File: config.mk
export PLATFORM = sky130hd
export DESIGN_NAME = morse_keyer
export DESIGN_NICKNAME = d
export VERILOG_FILES = /design/src/rtl/morse_keyer.sv
export SDC_FILE = /design/constraint.sdc
export NUM_CORES = 1
export LEC_CHECK = 0
export CAP_MARGIN = 20
export CORE_AREA = 2 2 40 42
export CTS_BUF_LIST = sky130_fd_sc_hd__clkbuf_8
export DETAILED_ROUTE_END_ITERATION = 7
export DIE_AREA = 0 0 42 44
export GPL_TIMING_DRIVEN = 1
export PLACE_DENSITY = 0.72
export SLEW_MARGIN = 15
export SYNTH_ARGS = -nofsm -noshare
export SYNTH_HDL_FRONTEND = slang
export SYNTH_SLANG_ARGS = --single-unit
File: constraint.sdc
create_clock -name clk -period 1.7 [get_ports clk]
set_input_delay 0.17 -clock clk [delete_from_list [all_inputs] [get_ports clk]]
set_output_delay 0.17 -clock clk [all_outputs]
set_load 0.02 [all_outputs]
File: src/rtl/morse_keyer.sv
// +----------------------------------------------------------------------------+
// | morse_keyer                                                                |
// | Stretches decoder symbols (dot/dash/gap) into Morse-timed key and sidetone |
// | Revision: 1.0                                                              |
// +----------------------------------------------------------------------------+
`timescale 1ns/1ps
`default_nettype none

module morse_keyer #(
  parameter int UNIT_CYCLES      = 4,
  parameter int TONE_HALF_PERIOD = 2
) (
  input  logic       clk,
  input  logic       rst_n,
  input  logic       en,
  input  logic       abort,
  input  logic [2:0] sym_in,
  output logic       req,
  output logic       key_out,
  output logic       tone_out,
  output logic       busy
);

  localparam int c_cyc_w  = (UNIT_CYCLES > 1) ? $clog2(UNIT_CYCLES) : 1;
  localparam int c_tone_w = (TONE_HALF_PERIOD > 1) ? $clog2(TONE_HALF_PERIOD) : 1;

  localparam logic [c_cyc_w-1:0]  c_cyc_last  = c_cyc_w'(UNIT_CYCLES - 1);
  localparam logic [c_tone_w-1:0] c_tone_last = c_tone_w'(TONE_HALF_PERIOD - 1);

  localparam logic [1:0] c_st_idle  = 2'd0;
  localparam logic [1:0] c_st_mark  = 2'd1;
  localparam logic [1:0] c_st_space = 2'd2;

  logic [1:0]          state_q, state_d;
  logic [1:0]          unit_q, unit_d;
  logic [c_cyc_w-1:0]  cyc_q, cyc_d;
  logic                key_q, key_d;
  logic [c_tone_w-1:0] tone_cnt_q, tone_cnt_d;
  logic                phase_q, phase_d;

  logic cyc_wrap;
  logic elem_last;
  logic sym_unused;

  assign cyc_wrap   = (cyc_q == c_cyc_last);
  assign elem_last  = cyc_wrap && (unit_q == 2'd1);
  // Bit 0 carries no meaning for this consumer.
  assign sym_unused = sym_in[0];

  always_ff @(posedge clk or negedge rst_n) begin
    if (!rst_n) begin
      state_q    <= c_st_idle;
      unit_q     <= 2'd0;
      cyc_q      <= '0;
      key_q      <= 1'b0;
      tone_cnt_q <= '0;
      phase_q    <= 1'b0;
    end else begin
      state_q    <= state_d;
      unit_q     <= unit_d;
      cyc_q      <= cyc_d;
      key_q      <= key_d;
      tone_cnt_q <= tone_cnt_d;
      phase_q    <= phase_d;
    end
  end

  always_comb begin
    state_d = state_q;
    unit_d  = unit_q;
    cyc_d   = cyc_q;
    if (abort) begin
      state_d = c_st_idle;
      unit_d  = 2'd0;
      cyc_d   = '0;
    end else begin
      case (state_q)
        c_st_idle: begin
          if (req) begin
            cyc_d = '0;
            if (sym_in[1]) begin
              state_d = c_st_mark;
              unit_d  = sym_in[2] ? 2'd3 : 2'd1;
            end else begin
              state_d = c_st_space;
              unit_d  = 2'd2;
            end
          end
        end
        c_st_mark: begin
          if (cyc_wrap) begin
            cyc_d = '0;
            if (unit_q == 2'd1) begin
              state_d = c_st_space;
              unit_d  = 2'd1;
            end else begin
              unit_d = unit_q - 2'd1;
            end
          end else begin
            cyc_d = cyc_q + c_cyc_w'(1);
          end
        end
        c_st_space: begin
          if (cyc_wrap) begin
            cyc_d = '0;
            if (unit_q == 2'd1) begin
              // Chain straight into the next element when the decoder is pulled.
              if (req) begin
                if (sym_in[1]) begin
                  state_d = c_st_mark;
                  unit_d  = sym_in[2] ? 2'd3 : 2'd1;
                end else begin
                  state_d = c_st_space;
                  unit_d  = 2'd2;
                end
              end else begin
                state_d = c_st_idle;
                unit_d  = 2'd0;
              end
            end else begin
              unit_d = unit_q - 2'd1;
            end
          end else begin
            cyc_d = cyc_q + c_cyc_w'(1);
          end
        end
        default: begin
          state_d = c_st_idle;
          unit_d  = 2'd0;
          cyc_d   = '0;
        end
      endcase
    end

    key_d = (state_d == c_st_mark);

    // Sidetone phase only runs while the key is down, so each mark starts at phase 0.
    tone_cnt_d = tone_cnt_q;
    phase_d    = phase_q;
    if (!key_q || abort) begin
      tone_cnt_d = '0;
      phase_d    = 1'b0;
    end else if (tone_cnt_q == c_tone_last) begin
      tone_cnt_d = '0;
      phase_d    = ~phase_q;
    end else begin
      tone_cnt_d = tone_cnt_q + c_tone_w'(1);
    end
  end

  always_comb begin
    req      = rst_n & en & ~abort &
               ((state_q == c_st_idle) | ((state_q == c_st_space) & elem_last));
    busy     = (state_q != c_st_idle);
    key_out  = key_q;
    tone_out = key_q & phase_q;
  end

endmodule

`default_nettype wire

Word-level counts from Yosys, hierarchy flattened
Cells that the tools add are included.
- register bits after elaboration: 9
- input bits: 7
- output and inout port bits: 4
- word-level logic and storage cells: 60
- add/sub/neg operators: 3
- equal/unequal tests: 8
- muxes and demuxes: 27
- bitwise logic cells: 8
- reductions and logical operators: 8
- operators with widths (cell ; number):
    2-to-1 mux 2 bit ; 20
    one-hot mux 2 bit (3 select lines) ; 2
    inequality test 3 bit, second input constant ; 3
    == test 2 x 1 -> 1 bit, second input constant ; 3
    AND 1 bit ; 5
    == test 2 bit, second input constant ; 2
    2-to-1 mux 1 bit ; 4
    one-hot mux 2 bit (2 select lines) ; 1
    nonzero test 2 bit ; 2
    AND reduction 3 bit ; 1
    adder 2 x 1 -> 2 bit, second input constant ; 1
    zero test 2 bit ; 1
    NOT 1 bit ; 2
    OR reduction 2 bit ; 1
    subtractor 2 x 1 -> 2 bit, second input constant ; 1
    adder 1 bit, second input constant ; 1
    logical AND 1 bit ; 1
    zero test 1 bit ; 1
    logical OR 1 bit ; 1
    OR 1 bit ; 1

Depth between registers and ports, before layout
- depth after elaboration: 11
- depth in mapped cells: 6
- mapped depth without buffers: 6

Least setup slack after synthesis
OpenSTA, ideal clock, no wires.
- path kind: register to register
- from: register state_q[0]
- to: register unit_q[0]
- library setup time: 78 ps
- arrival: 1594 ps
- data required time: 1622 ps
- setup slack: 28 ps
- cell stages (with the launch flop): 7
- path buffers: 0
- period minus slack after synthesis: 1672 ps
- cell sequence: dfrtp_1 -> inv_1 -> ha_1 -> inv_1 -> a21oi_1 -> a41oi_1 -> o2bb2ai_1
- word-level cells in the longest chain between the ends: 9
- elaborated cells on any way between the ends: 15
- classes of those cells: 5 x eq/ne; 5 x mux; 3 x bitwise; 2 x reduce/logical
- ends and longest elaborated chain (item ; line ; RTL):
    start: declaration ; 34 ; logic [1:0] state_q, state_d;
    start signal: assignment ; 52 ; state_q <= c_st_idle;
    start signal: assignment ; 59 ; state_q <= state_d;
    == test 2 bit ; 153 ; ((state_q == c_st_idle) | ((state_q == c_st_space) & elem_last));
    AND 1 bit ; 153 ;
    OR 1 bit (*) ; 153 ;
    AND 1 bit (*) ; 152 ; req = rst_n & en & ~abort &
    via req ; 18 ; output logic req,
    2-to-1 mux 2 bit ; 108 ; if (req) begin
    2-to-1 mux 2 bit ; 106 ; if (unit_q == 2'd1) begin
    2-to-1 mux 2 bit ; 104 ; if (cyc_wrap) begin
    one-hot mux 2 bit (3 select lines) ; 77 ; case (state_q)
    2-to-1 mux 2 bit ; 72 ; if (abort) begin
    end signal: assignment ; 60 ; unit_q <= unit_d;
    end: declaration ; 35 ; logic [1:0] unit_q, unit_d;
Mark *: on every way through the listed nets, which the timed path passes. The rest lies on a longest branch. The select of a mux whose other input is x is not followed.
A chain may end at the register's enable or synchronous reset.

Final worst setup path
- from: register state_q[0]
- to: register key_q (netlist: key_out)
- word-level cells in the longest chain between the ends: 10
- elaborated cells on any way between the ends: 15
- classes of those cells: 3 x eq/ne; 8 x mux; 3 x bitwise; 1 x reduce/logical
- ends and longest elaborated chain (item ; line ; RTL):
    == test 2 bit ; 77, 153 ;
    AND 1 bit ; 153 ;
    OR 1 bit ; 153 ;
    AND 1 bit ; 152 ;
    2-to-1 mux 2 bit ; 108 ;
    2-to-1 mux 2 bit ; 106 ;
    2-to-1 mux 2 bit ; 104 ;
    one-hot mux 2 bit (3 select lines) (*) ; 77 ;
    2-to-1 mux 2 bit (*) ; 72 ;
    == test 2 x 1 -> 1 bit (*) ; 135 ; key_d = (state_d == c_st_mark);
    via key_d ; 37 ; logic key_q, key_d;
    end signal: assignment ; 62 ; key_q <= key_d;
    end: declaration ; 37 ;
Mark *: on every way through the listed nets, which the timed path passes. The rest lies on a longest branch.

==> metrics.md <==
| Metric | Value |
|---|---|
| Outcome | `complete, no violations` |
| Vias | `between 600 and 700` |
| Clock transition at path regs | `40 ps` |
| Hold WC Path Type | `in2async` |
| Synth Instances | `65` |
| Final Wtd Congestion | `~0.74` |
| Vias in the first global route | `577` |
| Row cnt | `14` |
| RSZ-0062 raised after global routing | `no` |
| Critical path data required time | `~1900 ps` |
| Combinational Power Share | `0.257` |
| Unique masters post-synth | `32` |
| Fraction of registers with async set or reset after synthesis | `1.00` |
| Psw | `165 uW` |
| Die H | `around 44 um` |
| Final wirelength | `1460 um` |
| Ports | `11` |
| Routed len/inst | `between 10 and 15 um` |
| Final Cycle Share | `0.953` |
| Commonest non-fill, non-tap cell in the layout | `buf_4` |
| Crit end category | `register` |
| EDFF count, synth | `0` |
| Cell taking the most area after synthesis | `dfrtp_1` |
| Worst-case clock skew | `roughly 1.1 ps` |
| Synth warnings | `0` |
| Crit Path Class | `reg2reg` |
| # diodes | `0` |
| Initial antenna violation count | `0` |
| CTS tree | `built` |
| R2R Path Start | `state_q[0]$_DFF_PN0_` |
| Relative slew slack | `0.689` |
| Clk pwr share | `0.375` |
| Main synth FF type | `dfrtp_1` |
| Largest net degree at the start of global routing | `11` |
| Leakage power total | `~0.00047 uW` |
| Most frequent cells in the layout | `buf_4 (18), dfrtp_1 (9), clkdlybuf4s50_1 (7), inv_1 (6), ha_1 (5)` |
| IO Port Bufs | `9` |
| Sink Count | `9` |
| CTS root buf | `clkbuf_8` |
| DRC | `0` |
| Area of the mapped netlist | `around 660 um2` |
| Post-CTS Setup Repair Bufs | `0` |
| Setup crit start | `state_q[0]$_DFF_PN0_` |
| Final Hold Fails | `0` |
| Routed vias/inst | `around 5.5` |
| Sw frac | `0.259` |
| Max-Cap Viols | `0` |
| Synth top area share | `0.343` |
| Initial Util | `0.463` |
| CTS H-tree depth | `1` |
| Final HPWL DP | `approximately 1200 um` |
| Core ar. | `between 1000 and 1500 um2` |
| Seq cells post-synth | `9` |
| DRT iter0 DRCs | `10` |
| P&R area growth vs syn | `44.8%` |
| Final instance area | `951 um2` |
| Antenna Violating Nets Remaining | `0` |
| Area of the die | `around 1800 um2` |
| First-pass GRT wire length | `between 2000 and 2500 um` |
| Worst Max-Slew Pin Slew | `roughly 460 ps` |
| Post-DP Area | `about 890 um2` |
| Gr usage total | `0.175` |
| Latest clock arrival within the worst-skew pair | `around 230 ps` |
| Minimum clock period | `between 1500 and 2000 ps` |
| Setup WS pre-CTS | `-111 ps` |
| Crit path launch type | `register` |
| Mean area per synthesized cell | `just over 10 um2` |
| Top post-synthesis cells by area | `dfrtp_1 (34%), ha_1 (13%), inv_1 (3.4%), nand3b_4 (3.0%), nand2b_1 (2.9%)` |
| Worst setup margin | `80.4 ps` |
| Max clock buf depth | `2` |
| Crit-path max FO | `5` |
| GRT overflow | `0` |
| Maximum clock rate | `between 600 and 700 MHz` |
| Internal cell power | `roughly 470 uW` |
| Sequential share of power | `0.368` |
| Drt pass-1 iters | `4` |
| Pwr Density | `between 600 and 700 nW/um2` |
| Crit path DAT | `about 1800 ps` |
| DIE WIDTH | `about 42 um` |
| Sequential area share after synthesis | `0.343` |
| Power, Total | `636 uW` |
| Num CTS Buffers | `3` |
| # nets final | `between 100 and 150` |
| Layout cell share with drive strength beyond 1 | `0.347` |
| Max Transition Viols Final | `0` |
| Peak VDD IR | `approximately 620 uV` |
| Final setup vio count | `0` |
| Synth Net Count | `~80` |
[cell families (layout without fill, tap and decap cells)]
logic type / Yosys count / after routing / synth area share
compound gates: 19 / 19 / 0.223
buf+inv: 7 / 37 / 0.0514
fa+ha+maj: 7 / 7 / 0.133
mux: 2 / 2 / 0.0400
xor+xnor: 1 / 1 / 0.0133
simple gates: 20 / 20 / 0.196
flops: 9 / 9 / 0.343
[area by class of cell]
| type | count | area [um2] |
|---|---|---|
| tap | 16 | 20.0 |
| timing repair buffer | 27 | 225 |
| multi-input combinational | 49 | 413 |
| inverter | 6 | 22.5 |
| fill | 117 | 468 |
| clock inverter | 1 | 3.75 |
| clock buffer | 3 | 41.3 |
| sequential | 9 | 225 |
[metal layers]
layer / share of wire / GRT usage / vias to the layer above
met1: 0.44 / 0.197 / 286
met3: 0.016 / 0.0125 / 8
met2: 0.50 / 0.319 / 13
met4: 0.037 / 0.116 / 0
li1: - / - / 299
met5: 0 / 0 / -
[worst max-delay path, stage by stage (launching register included)]
cell and delay [ps]:
dfrtp_1 350, inv_2 60, ha_2 180, buf_4 150, or2_2 300, a21oi_2 120, o311a_1 190, and3b_1 200
[path summary, 6_finish.rpt]
kind | cells past startpoint | to | slack (ps)
min in group clk | 1 | tone_cnt_q$_DFF_PN0_ | 450
worst min register to register | 1 | tone_cnt_q$_DFF_PN0_ | 450
worst max register to register | 7 | key_out$_DFF_PN0_ | 80
worst min-delay path | 2 | phase_q$_DFFE_PN0N_ | 340
worst max-delay path | 7 | key_out$_DFF_PN0_ | 80
max in group asynchronous | 2 | unit_q[1]$_DFFE_PN0P_ | 1230
[registers in the layout, indices dropped and copies added, names as in the netlist]
register,cells
phase_q,1
key_out,1
cyc_q,2
tone_cnt_q,1
unit_q,2
state_q,2
[cell usage after synthesis (2+ instances only)]
master / count
o2bb2ai_1: 2
nor3_1: 2
dfrtp_1: 9
nand3_1: 2
nand2b_1: 3
inv_1: 6
ha_1: 7
nor2_1: 5
a21oi_1: 3
o21ai_0: 3
nor2b_1: 2
[timing repair]
| item | in CTS | in global routing |
|---|---|---|
| gates resized for setup | 4 | 6 |
| hold buffers | 0 | 0 |
| pin swaps | 0 | 2 |
| setup endpoints to repair | 2 | 3 |
[through the flow]
stage | utilization | hold WS [ps] | cells | setup TNS [ps]
floorplan | - | -126 | 65 | 0
global placement | 0.628 | 438 | 107 | -129
detailed placement | 0.628 | 441 | 107 | -221
CTS | 0.660 | 340 | 111 | 0
global route | 0.670 | 353 | 111 | 0
finish | 0.670 | 337 | 111 | 0
[power groups by stage]
stage | logic, uW | registers [uW] | clock network, uW
floorplan | 77.1 | 241 | 0
global placement | 157 | 237 | 0
detailed placement | 162 | 237 | 0
CTS | 160 | 234 | 245
global route | 178 | 235 | 256
finish | 163 | 234 | 238
No activity file was read; power rests on OpenSTA's default activity.
